===== config.mk =====
export PLATFORM = sky130hd
export DESIGN_NAME = shifter_74299
export DESIGN_NICKNAME = d
export VERILOG_FILES = /design/src/rtl/shifter_74299.sv
export SDC_FILE = /design/constraint.sdc
export NUM_CORES = 1
export LEC_CHECK = 0
export CAP_MARGIN = 25
export CORE_MARGIN = 2
export CORE_UTILIZATION = 36
export CTS_BUF_LIST = sky130_fd_sc_hd__clkbuf_4
export CTS_CLUSTER_DIAMETER = 30
export DETAILED_ROUTE_END_ITERATION = 12
export PLACE_DENSITY = 0.78
export SYNTH_ARGS = -nofsm -noshare
export SYNTH_HDL_FRONTEND = slang
export SYNTH_SLANG_ARGS = --single-unit

===== constraint.sdc =====
create_clock -name clk -period 1.3 [get_ports clk]
set_clock_uncertainty 0.2 [all_clocks]
set_input_delay 0.26 -clock clk [delete_from_list [all_inputs] [get_ports clk]]
set_output_delay 0.26 -clock clk [all_outputs]
set_load 0.05 [all_outputs]

===== src/rtl/shifter_74299.sv =====
// ============================================================================
// Module   : shifter_74299
// Purpose  : 74LS299 8-bit universal shift/storage register, cen-edge driven.
// Revision : 1.0
// ============================================================================
`default_nettype none

module shifter_74299 (
    input  logic       clk,
    input  logic       Reset_n,
    input  logic       cen,
    input  logic       clr_n,
    input  logic [1:0] s,
    input  logic       oe1_n,
    input  logic       oe2_n,
    input  logic       ds0,
    input  logic       ds7,
    input  logic [7:0] d,
    output logic [7:0] q,
    output logic       q_oe,
    output logic       qa_s,
    output logic       qh_s
);

    localparam logic [1:0] MODE_HOLD  = 2'b00;
    localparam logic [1:0] MODE_RIGHT = 2'b01;
    localparam logic [1:0] MODE_LEFT  = 2'b10;
    localparam logic [1:0] MODE_LOAD  = 2'b11;

    logic [7:0] reg8;
    logic       last_cen;
    logic       cen_edge;

    assign cen_edge = cen & ~last_cen;

    // last_cen resets high so a cen already high at reset release is not an edge
    always_ff @(posedge clk) begin
        if (!Reset_n) begin
            reg8     <= 8'h00;
            last_cen <= 1'b1;
        end else begin
            last_cen <= cen;
            if (!clr_n) begin
                reg8 <= 8'h00;
            end else if (cen_edge) begin
                case (s)
                    MODE_HOLD:  reg8 <= reg8;
                    MODE_RIGHT: reg8 <= {reg8[6:0], ds0};
                    MODE_LEFT:  reg8 <= {ds7, reg8[7:1]};
                    MODE_LOAD:  reg8 <= d;
                    default:    reg8 <= reg8;
                endcase
            end
        end
    end

    // Load mode turns the I/O pins around to inputs
    assign q_oe = ~oe1_n & ~oe2_n & ~(s[1] & s[0]);
    assign q    = q_oe ? reg8 : 8'h00;
    assign qa_s = reg8[0];
    assign qh_s = reg8[7];

endmodule

`default_nettype wire


; ---- Word-level counts from Yosys, hierarchy flattened
; Index checks and enable logic that the tools add are counted.
[op_classes]
bitwise = 9
n_mux = 2
n_eq_ne = 3
n_reduce_logical = 3
[ops]
columns = cell, n
row1 = one-hot mux 8 bit (3 select lines), 1
row2 = 2-to-1 mux 8 bit, 1
row3 = inverter 1 bit, 5
row4 = bitwise AND 1 bit, 4
row5 = == test 2 bit (second input constant), 2
row6 = AND reduction 2 bit, 2
row7 = == test 2 x 1 -> 1 bit (second input constant), 1
row8 = zero test 2 bit, 1
[totals]
in_bits = 18
reg_bits = 9
output_inout_bits = 11

; ---- Longest topological paths before layout
; Gate-level depths: netlist of the first run.
[depth]
depth_word = 4
ltp_mapped = 5
ltp_nobuf = 3

; ---- Worst setup path after synthesis of the first run
; No wires, ideal clock.
[synth_path]
kind = in2out
startpoint = input s[0]
endpoint = output q[0]
path_slack_ns = -0.989
arrival_ns = 1.829
t_required_ns = 0.840
n_path_buf = 1
path_stages = 3
path_cell_list = buf_6 > a211oi_2 > and2_1
[synth_between]
elab_chain_cells = 4
[synth_lines]
columns = item, line_no
row1 = from (decl), 13  ; input logic [1:0] s,
row2 = bitwise AND 1 bit, 58  ; assign q_oe = ~oe1_n & ~oe2_n & ~(s[1] & s[0]);
row3 = inverter 1 bit, 58
row4 = bitwise AND 1 bit, 58
row5 = named net q_oe, 20  ; output logic q_oe,
row6 = 2-to-1 mux 8 bit, 59  ; assign q = q_oe ? reg8 : 8'h00;
row7 = to (decl), 19  ; output logic [7:0] q,
; The timed path passes the listed nets, and every way through them passes these cells.

; ---- Worst setup path after layout of the first run
[layout_path]
startpoint = input s[1]
endpoint = output q[4]
[layout_between]
elab_chain_cells = 4
[layout_lines]
columns = item, line_no
row1 = bitwise AND 1 bit, 58
row2 = inverter 1 bit, 58
row3 = bitwise AND 1 bit, 58
row4 = 2-to-1 mux 8 bit, 59
; Every way passes these cells.

==> flow_metrics.env, run 1 <==
export IMPL_violations="setup timing"
export IMPL_yosysMostFrequentCell="dfxtp_1"
export IMPL_drt_wirelength_per_cell_microns=16.29
export IMPL_syn_area_sq_um=550.5
export IMPL_whs_ns=0.1249
export IMPL_core_sq_um=1471
export IMPL_synth_edf_count=0
export IMPL_final_period_utilization_pct=120.2
export IMPL_cts_path_max_buffers=2
export IMPL_drt_iter0_markers=21
export IMPL_die_y_microns=43.11
export IMPL_io_buffers=28
export IMPL_crit_type="primary input to primary output"
export IMPL_cts_tree="done"
export IMPL_crit_path_cell_trace="buf_8, a211oi_4, buf_6, and2_4, buf_12"
export IMPL_finalHoldViolCount=0
export IMPL_synthCells=59
export IMPL_h_tree_depth=1
export IMPL_first_global_vias=620
export IMPL_synth_top_cells_by_area="dfxtp_1 33%, mux2i_1 15%, a22o_1 13%"
export IMPL_drt_first_pass_iters=4
export IMPL_fin_ws_ns=-0.2631
export IMPL_root_buffer="clkbuf_4"
export IMPL_async_flop_share_pct=0
export IMPL_worstMarginPinSlew_ns=0.2261
export IMPL_slew_limit_headroom_pct=84.49
export IMPL_die_w_microns=43.11
export IMPL_yosysTopAreaCell="dfxtp_1"
export IMPL_cap_violations=0
export IMPL_finalPower_uw=732.8
export IMPL_viasPerCell=5.408
export IMPL_antenna_left=0
export IMPL_vias=649
export IMPL_grt_setup_unrepaired="true"
export IMPL_start_kind="primary input"
export IMPL_slew_viol_final=0
export IMPL_drive_gt1_share_pct=50.00
export IMPL_clkSinkCount=9
export IMPL_antenna_found_initial=0
export IMPL_crit_fanout=5
export IMPL_synth_seq_area_share_pct=32.73
export IMPL_cp_end_kind="primary output"
export IMPL_routed_wl_microns=1955
export IMPL_period_needed_ns=1.563
export IMPL_ir_worst_vdd_v=0.0007581
export IMPL_insertion_delay_ns=0.26
export IMPL_nFillCells=82
export IMPL_grt_total_usage_pct=22.81
export IMPL_syn2layout_area_growth_pct=113.0
export IMPL_crit_arrival_ns=1.10
export IMPL_powerDensity_nw_per_um2=625.0
export IMPL_drc=0
export IMPL_path_clk_slew_ns=0.06
export IMPL_die_area_sq_um=1858
export IMPL_numCtsBuffers=3
export IMPL_grt_pass1_wl_microns=3008
export IMPL_yosysUniqueCellTypes=15
export IMPL_ys_flop_type="dfxtp_1"
export IMPL_leakagePower_uw=0.0005288
export IMPL_ys_warn_count=0
export IMPL_crit_path_max_incr_delay_ns=0.29
export IMPL_floorplan_initialDensity_pct=37.41
export IMPL_num_rows=14
export IMPL_setup_violations_final=10
export IMPL_synthesis_nets=77
export IMPL_fmax_ghz=0.6397
export IMPL_antenna_cells=0
export IMPL_hold_class="primary input to flip-flop"
export IMPL_final_nets=123
export IMPL_grt_max_degree=9
export IMPL_critPathRequiredTime_ns=0.84
export IMPL_top_level_ports=29
export IMPL_syn_area_per_cell_sq_um=9.331
export IMPL_ys_ff_latch=9
export IMPL_cp_slowest_cell="a211oi_4"
export IMPL_place_congestion=0.7687
export IMPL_dpl_hpwl_microns=1439
export IMPL_yosysTopAreaCellShare_pct=32.73
export IMPL_grt_overflow=0
export IMPL_outcome="complete, but fails checks"
## layout make-up
class | instances | area (sq um) | share of cell area [%]
Inverter | 1 | 3.754 | 0.3202
Clock buffer | 4 | 30.03 | 2.561
Sequential cell | 9 | 183.9 | 15.69
Tap cell | 16 | 20.02 | 1.708
Multi-Input combinational cell | 46 | 374.1 | 31.91
Timing Repair Buffer | 44 | 560.5 | 47.81
## through the flow
| step | cell area (sq um) | util, % | setup WS, ns | cells | setup TNS (ns) |
|---|---|---|---|---|---|
| floorplan | 599.3 | - | -0.5879 | 59 | -4.912 |
| global placement | 1096 | 74.49 | -0.6680 | 114 | -11.12 |
| detailed placement | 1096 | 74.49 | -0.7136 | 114 | -11.38 |
| CTS | 1169 | 79.42 | -0.2473 | 121 | -2.056 |
| global route | 1172 | 79.68 | -0.2763 | 120 | -2.416 |
| finish | 1172 | 79.68 | -0.2631 | 120 | -2.219 |
## state kept, by name (all words and copies together) (netlist names)
signal    count
reg8          8
last_cen      1
## worst max-delay path: cells and delay by family
family / cells / cell delay [ns]
buf+inv: 3 / 0.40
compound gates: 1 / 0.29
simple gates: 1 / 0.15
## report_power, final
part / total, uW / internal, uW / switching, uW
Clock: 240 / 139 / 101
Sequential: 284 / 280 / 3.94
Combinational: 209 / 121 / 87.7
## routing by layer
layer | part of all wire (%) | GRT usage (%) | wire length [microns]
met3 | 7.7 | 7.234 | 150
met4 | 3.4 | 11.52 | 66
met1 | 40 | 26.29 | 789
met5 | 0 | 0 | 0
met2 | 48 | 37.31 | 948
## cell families after synthesis
family | share of synthesized area [%]
simple gates | 21.82
compound gates | 26.14
flops | 32.73
mux | 14.55
buf+inv | 4.772
## path summary, 6_finish.rpt
| kind | slack [ns] | to | start | cells after the start |
|---|---|---|---|---|
| worst max-delay path | -0.26 | q[4] | s[1] | 5 |
| worst min-delay path | 0.12 | last_cen | cen | 3 |
| worst max register to register | 0.07 | reg8[2] | last_cen | 2 |
| worst min register to register | 0.34 | reg8[4] | reg8[4] | 1 |
## cells in the final DEF (no fill, tap or decap), types with 2 or more instances in the layout
cell,netlist,layout
dfxtp_1,9,6
dlymetal6s2s_1,0,2
buf_4,1,9
mux2i_1,8,8
dfxtp_2,0,3
buf_12,0,13
and2_4,0,8
nor2_1,8,8
a21oi_1,8,8
clkdlybuf4s50_1,0,10
a22o_1,8,8
clkbuf_4,0,4
buf_6,1,7
## timing repair
action	4_1_cts	5_1_grt
resized for setup	33	4
pin swaps	2	3
setup endpoints to repair	19	18
gates cloned	1	0
hold buffers	0	0
setup buffers	2	0
(Power assumes the default switching activity.)
==> run 2: changes to the inputs <==
- PLACE_DENSITY: 0.78 -> 0.77
- SKIP_CTS_REPAIR_TIMING: unset -> 1
==> flow_metrics.env, run 2 (synthesis results as in run 1) <==
export IMPL_path_clk_slew_ns=0.06
export IMPL_drive_gt1_share_pct=48.04
export IMPL_power_frac_seq_pct=40.1
export IMPL_powerDensity_nw_per_um2=628.4
export IMPL_hold_class="primary input to flip-flop"
export IMPL_leakagePower_uw=0.0005230
export IMPL_first_global_vias=652
export IMPL_final_core_util_pct=76.79
export IMPL_clkSinkCount=9
export IMPL_antenna_left=0
export IMPL_grt_setup_unrepaired="true"
export IMPL_netSwitchingPower_uw=179.6
export IMPL_power_frac_comb_pct=26.7
export IMPL_nFillCells=101
export IMPL_antenna_found_initial=0
export IMPL_outcome="complete, but fails checks"
export IMPL_dp_cells=114
export IMPL_worstMarginPinSlew_ns=0.2655
export IMPL_fmax_ghz=0.6432
export IMPL_antenna_cells=0
export IMPL_violations="setup timing"
export IMPL_routed_wl_microns=1601
export IMPL_numCtsBuffers=3
export IMPL_slew_viol_final=0
export IMPL_floorplan_initialDensity_pct=37.41
export IMPL_final_period_utilization_pct=119.6
export IMPL_top_level_ports=29
export IMPL_power_frac_clock_pct=33.2
export IMPL_final_cell_mix="11 x buf_12, 11 x buf_4, 10 x clkdlybuf4s50_1"
export IMPL_crit_fanout=4
export IMPL_viasPerCell=5.127
export IMPL_num_rows=14
export IMPL_syn2layout_area_growth_pct=105.2
export IMPL_grt_pass1_wl_microns=2760
export IMPL_slew_limit_headroom_pct=82.24
export IMPL_largest_reg_flops=8
export IMPL_die_area_sq_um=1858
export IMPL_cts_path_max_buffers=2
export IMPL_regMostFlops="reg8"
export IMPL_final_nets=121
export IMPL_finalHoldViolCount=0
export IMPL_fin_ws_ns=-0.2546
export IMPL_crit_arrival_ns=1.09
export IMPL_die_w_microns=43.11
export IMPL_drt_wirelength_per_cell_microns=13.57
export IMPL_period_needed_ns=1.555
export IMPL_top_regs="reg8: 8 flops, last_cen: 1 flops"
export IMPL_instances_no_fill=118
export IMPL_critPathRequiredTime_ns=0.84
export IMPL_h_tree_depth=1
export IMPL_insertion_delay_ns=0.26
export IMPL_vias=605
export IMPL_internal_power_uw=530.4
export IMPL_start_kind="primary input"
export IMPL_grt_max_degree=11
export IMPL_grt_total_usage_pct=19.83
export IMPL_drc=0
export IMPL_io_buffers=28
export IMPL_setup_violations_final=9
export IMPL_drt_iter0_markers=2
export IMPL_cts_tree="done"
export IMPL_cp_end_kind="primary output"
export IMPL_core_sq_um=1471
export IMPL_ir_worst_vdd_v=0.0004418
export IMPL_switching_share_pct=25.29
export IMPL_cap_violations=0
export IMPL_root_buffer="clkbuf_4"
export IMPL_drt_first_pass_iters=2
export IMPL_dpl_hpwl_microns=1260
export IMPL_die_y_microns=43.11
export IMPL_grt_overflow=0
export IMPL_reg2reg_slack_ns=0.04
export IMPL_crit_type="primary input to primary output"
export IMPL_pre_cts_slack_ns=-0.6949
export IMPL_place_congestion=0.7532
## run 2: per-layer routing
| metal | global-route usage, % | share of wire (%) | vias up | routed length [microns] |
|---|---|---|---|---|
| li1 | - | - | 299 | - |
| met5 | 0 | 0 | - | 0 |
| met2 | 34.93 | 55 | 21 | 883 |
| met1 | 21.04 | 37 | 279 | 593 |
| met3 | 4.255 | 5.2 | 6 | 84 |
| met4 | 12.12 | 2.4 | 0 | 39 |
## run 2: power by group through the flow
stage	clock network (uW)	logic [uW]	registers (uW)
global placement	0	181	290
global route	254	204	285
floorplan	0	85.1	292
detailed placement	0	185	290
finish	236	190	285
CTS	239	188	284
## run 2: worst max-delay path, cell delays in order
cell	delay, ns
buf_8	0.10
a211oi_4	0.30
buf_6	0.15
and2_4	0.15
buf_12	0.13
## run 2: cell type report
| class | instances | area (sq um) | share of cell area, % |
|---|---|---|---|
| clock buffer | 4 | 30.03 | 2.658 |
| inverter | 1 | 3.754 | 0.3322 |
| tap | 16 | 20.02 | 1.772 |
| sequential | 9 | 183.9 | 16.28 |
| multi-input combinational | 46 | 374.1 | 33.11 |
| timing repair buffer | 42 | 518.0 | 45.85 |
## run 2: metrics by stage
| stage | instance area (sq um) | hold WS (ns) | setup TNS (ns) | power, uW |
|---|---|---|---|---|
| finish | 1130 | 0.1497 | -2.206 | 709.9 |
| detailed placement | 1071 | 0.3278 | -11.31 | 475.2 |
| floorplan | 599.3 | 0.1298 | -4.912 | 377.0 |
| CTS | 1101 | 0.3468 | -9.303 | 710.5 |
| global route | 1130 | 0.1646 | -2.551 | 742.8 |
| global placement | 1071 | 0.3255 | -10.98 | 470.6 |
## run 2: path summary, 6_finish.rpt
kind | startpoint | end | cells after the start
setup / recovery | s[0] | q[0] | 5
setup reg to reg | last_cen | reg8[1] | 4
hold reg to reg | reg8[5] | reg8[5] | 1
hold / removal | Reset_n | last_cen | 3
==> run 3: changes to the inputs <==
- MAX_ROUTING_LAYER: unset -> met4
==> flow_metrics.env, run 3 (synthesis results as in run 1) <==
export IMPL_core_sq_um=1471
export IMPL_worstMarginPinSlew_ns=0.2655
export IMPL_outcome="complete, but fails checks"
export IMPL_die_w_microns=43.11
export IMPL_num_rows=14
export IMPL_grt_setup_unrepaired="true"
export IMPL_reg2reg_to="reg8[1]"
export IMPL_rr_startpoint="last_cen"
export IMPL_crit_fanout=4
export IMPL_power_frac_seq_pct=40.1
export IMPL_pre_cts_slack_ns=-0.6949
export IMPL_antenna_left=0
export IMPL_floorplan_initialDensity_pct=37.41
export IMPL_die_y_microns=43.11
export IMPL_antenna_found_initial=0
export IMPL_drt_wirelength_per_cell_microns=13.55
export IMPL_vias=605
export IMPL_final_nets=121
export IMPL_min_to="last_cen"
export IMPL_grt_max_degree=11
export IMPL_instances_no_fill=118
export IMPL_final_cell_mix="11 x buf_12, 11 x buf_4, 10 x clkdlybuf4s50_1"
export IMPL_top_regs="reg8: 8 flops, last_cen: 1 flops"
export IMPL_reg2reg_slack_ns=0.04
export IMPL_crit_type="primary input to primary output"
export IMPL_path_clk_slew_ns=0.06
export IMPL_rr_worst_depth=4
export IMPL_top_level_ports=29
export IMPL_power_frac_comb_pct=26.7
export IMPL_violations="setup timing"
export IMPL_grt_pass1_wl_microns=2760
export IMPL_leakagePower_uw=0.0005230
export IMPL_routed_wl_microns=1599
export IMPL_clkSinkCount=9
export IMPL_antenna_cells=0
export IMPL_drc=0
export IMPL_powerDensity_nw_per_um2=628.3
export IMPL_hp_start="Reset_n"
export IMPL_period_needed_ns=1.555
export IMPL_grt_overflow=0
export IMPL_hold_path_cell_count=3
export IMPL_final_period_utilization_pct=119.6
export IMPL_die_area_sq_um=1858
export IMPL_regMostFlops="reg8"
export IMPL_io_buffers=28
export IMPL_drt_first_pass_iters=2
export IMPL_hold_class="primary input to flip-flop"
export IMPL_first_global_vias=652
export IMPL_netSwitchingPower_uw=179.6
export IMPL_largest_reg_flops=8
export IMPL_cap_violations=0
export IMPL_power_frac_clock_pct=33.2
export IMPL_root_buffer="clkbuf_4"
export IMPL_numCtsBuffers=3
export IMPL_setup_violations_final=9
export IMPL_drive_gt1_share_pct=48.04
export IMPL_dp_cells=114
export IMPL_fin_ws_ns=-0.2546
export IMPL_insertion_delay_ns=0.26
export IMPL_dpl_hpwl_microns=1260
export IMPL_cts_tree="done"
export IMPL_finalHoldViolCount=0
export IMPL_viasPerCell=5.127
export IMPL_start_kind="primary input"
export IMPL_crit_arrival_ns=1.09
export IMPL_internal_power_uw=530.4
export IMPL_slew_viol_final=0
export IMPL_syn2layout_area_growth_pct=105.2
export IMPL_cts_path_max_buffers=2
export IMPL_whs_ns=0.1497
export IMPL_drt_iter0_markers=2
export IMPL_critPathRequiredTime_ns=0.84
export IMPL_place_congestion=0.7629
export IMPL_ir_worst_vdd_v=0.0004418
export IMPL_cp_end_kind="primary output"
export IMPL_slew_limit_headroom_pct=82.24
export IMPL_h_tree_depth=1
export IMPL_switching_share_pct=25.29
export IMPL_fmax_ghz=0.6432
export IMPL_grt_total_usage_pct=20.36
-- run 3: cell counts in the layout (fill, tap and decap cells not counted) --
Identical to the previous run, type by type.
-- run 3: area by class of cell --
type,count,area (sq um)
Timing Repair Buffer,42,518.0
Tap cell,16,20.02
Clock buffer,4,30.03
Fill cell,101,341.6
Sequential cell,9,183.9
Inverter,1,3.754
Multi-Input combinational cell,46,374.1
-- run 3: worst max-delay path by stage --
stage	startpoint	endpoint
floorplan	s[0]	q[0]
global placement	s[1]	q[1]
detailed placement	s[1]	q[6]
CTS	s[1]	q[0]
global route	s[0]	q[0]
finish	s[0]	q[0]
-- run 3: through the flow --
step / instance area, sq um / TNS (ns) / util, % / total power, uW
floorplan: 599.3 / -4.912 / - / 377.0
global placement: 1071 / -10.98 / 72.79 / 470.6
detailed placement: 1071 / -11.31 / 72.79 / 475.2
CTS: 1101 / -9.303 / 74.83 / 710.5
global route: 1130 / -2.551 / 76.79 / 742.8
finish: 1130 / -2.206 / 76.79 / 709.9
-- run 3: layer usage --
layer | wire length, microns | GRT usage (%) | vias to the layer above
li1 | - | - | 299
met1 | 593 | 21.30 | 279
met2 | 883 | 34.93 | 21
met3 | 83 | 3.830 | 6
met4 | 39 | 12.12 | 0
met5 | 0 | - | -
-- run 3: power groups by stage --
stage	clock (uW)	combinational (uW)	sequential, uW
3_5_place_dp	0	185	290
5_1_grt	254	204	285
6_report	236	190	285
2_1_floorplan	0	85.1	292
3_3_place_gp	0	181	290
4_1_cts	239	188	284
-- run 3: worst max-delay path: stages --
cell,delay (ns)
buf_8,0.10
a211oi_4,0.30
buf_6,0.15
and2_4,0.15
buf_12,0.13
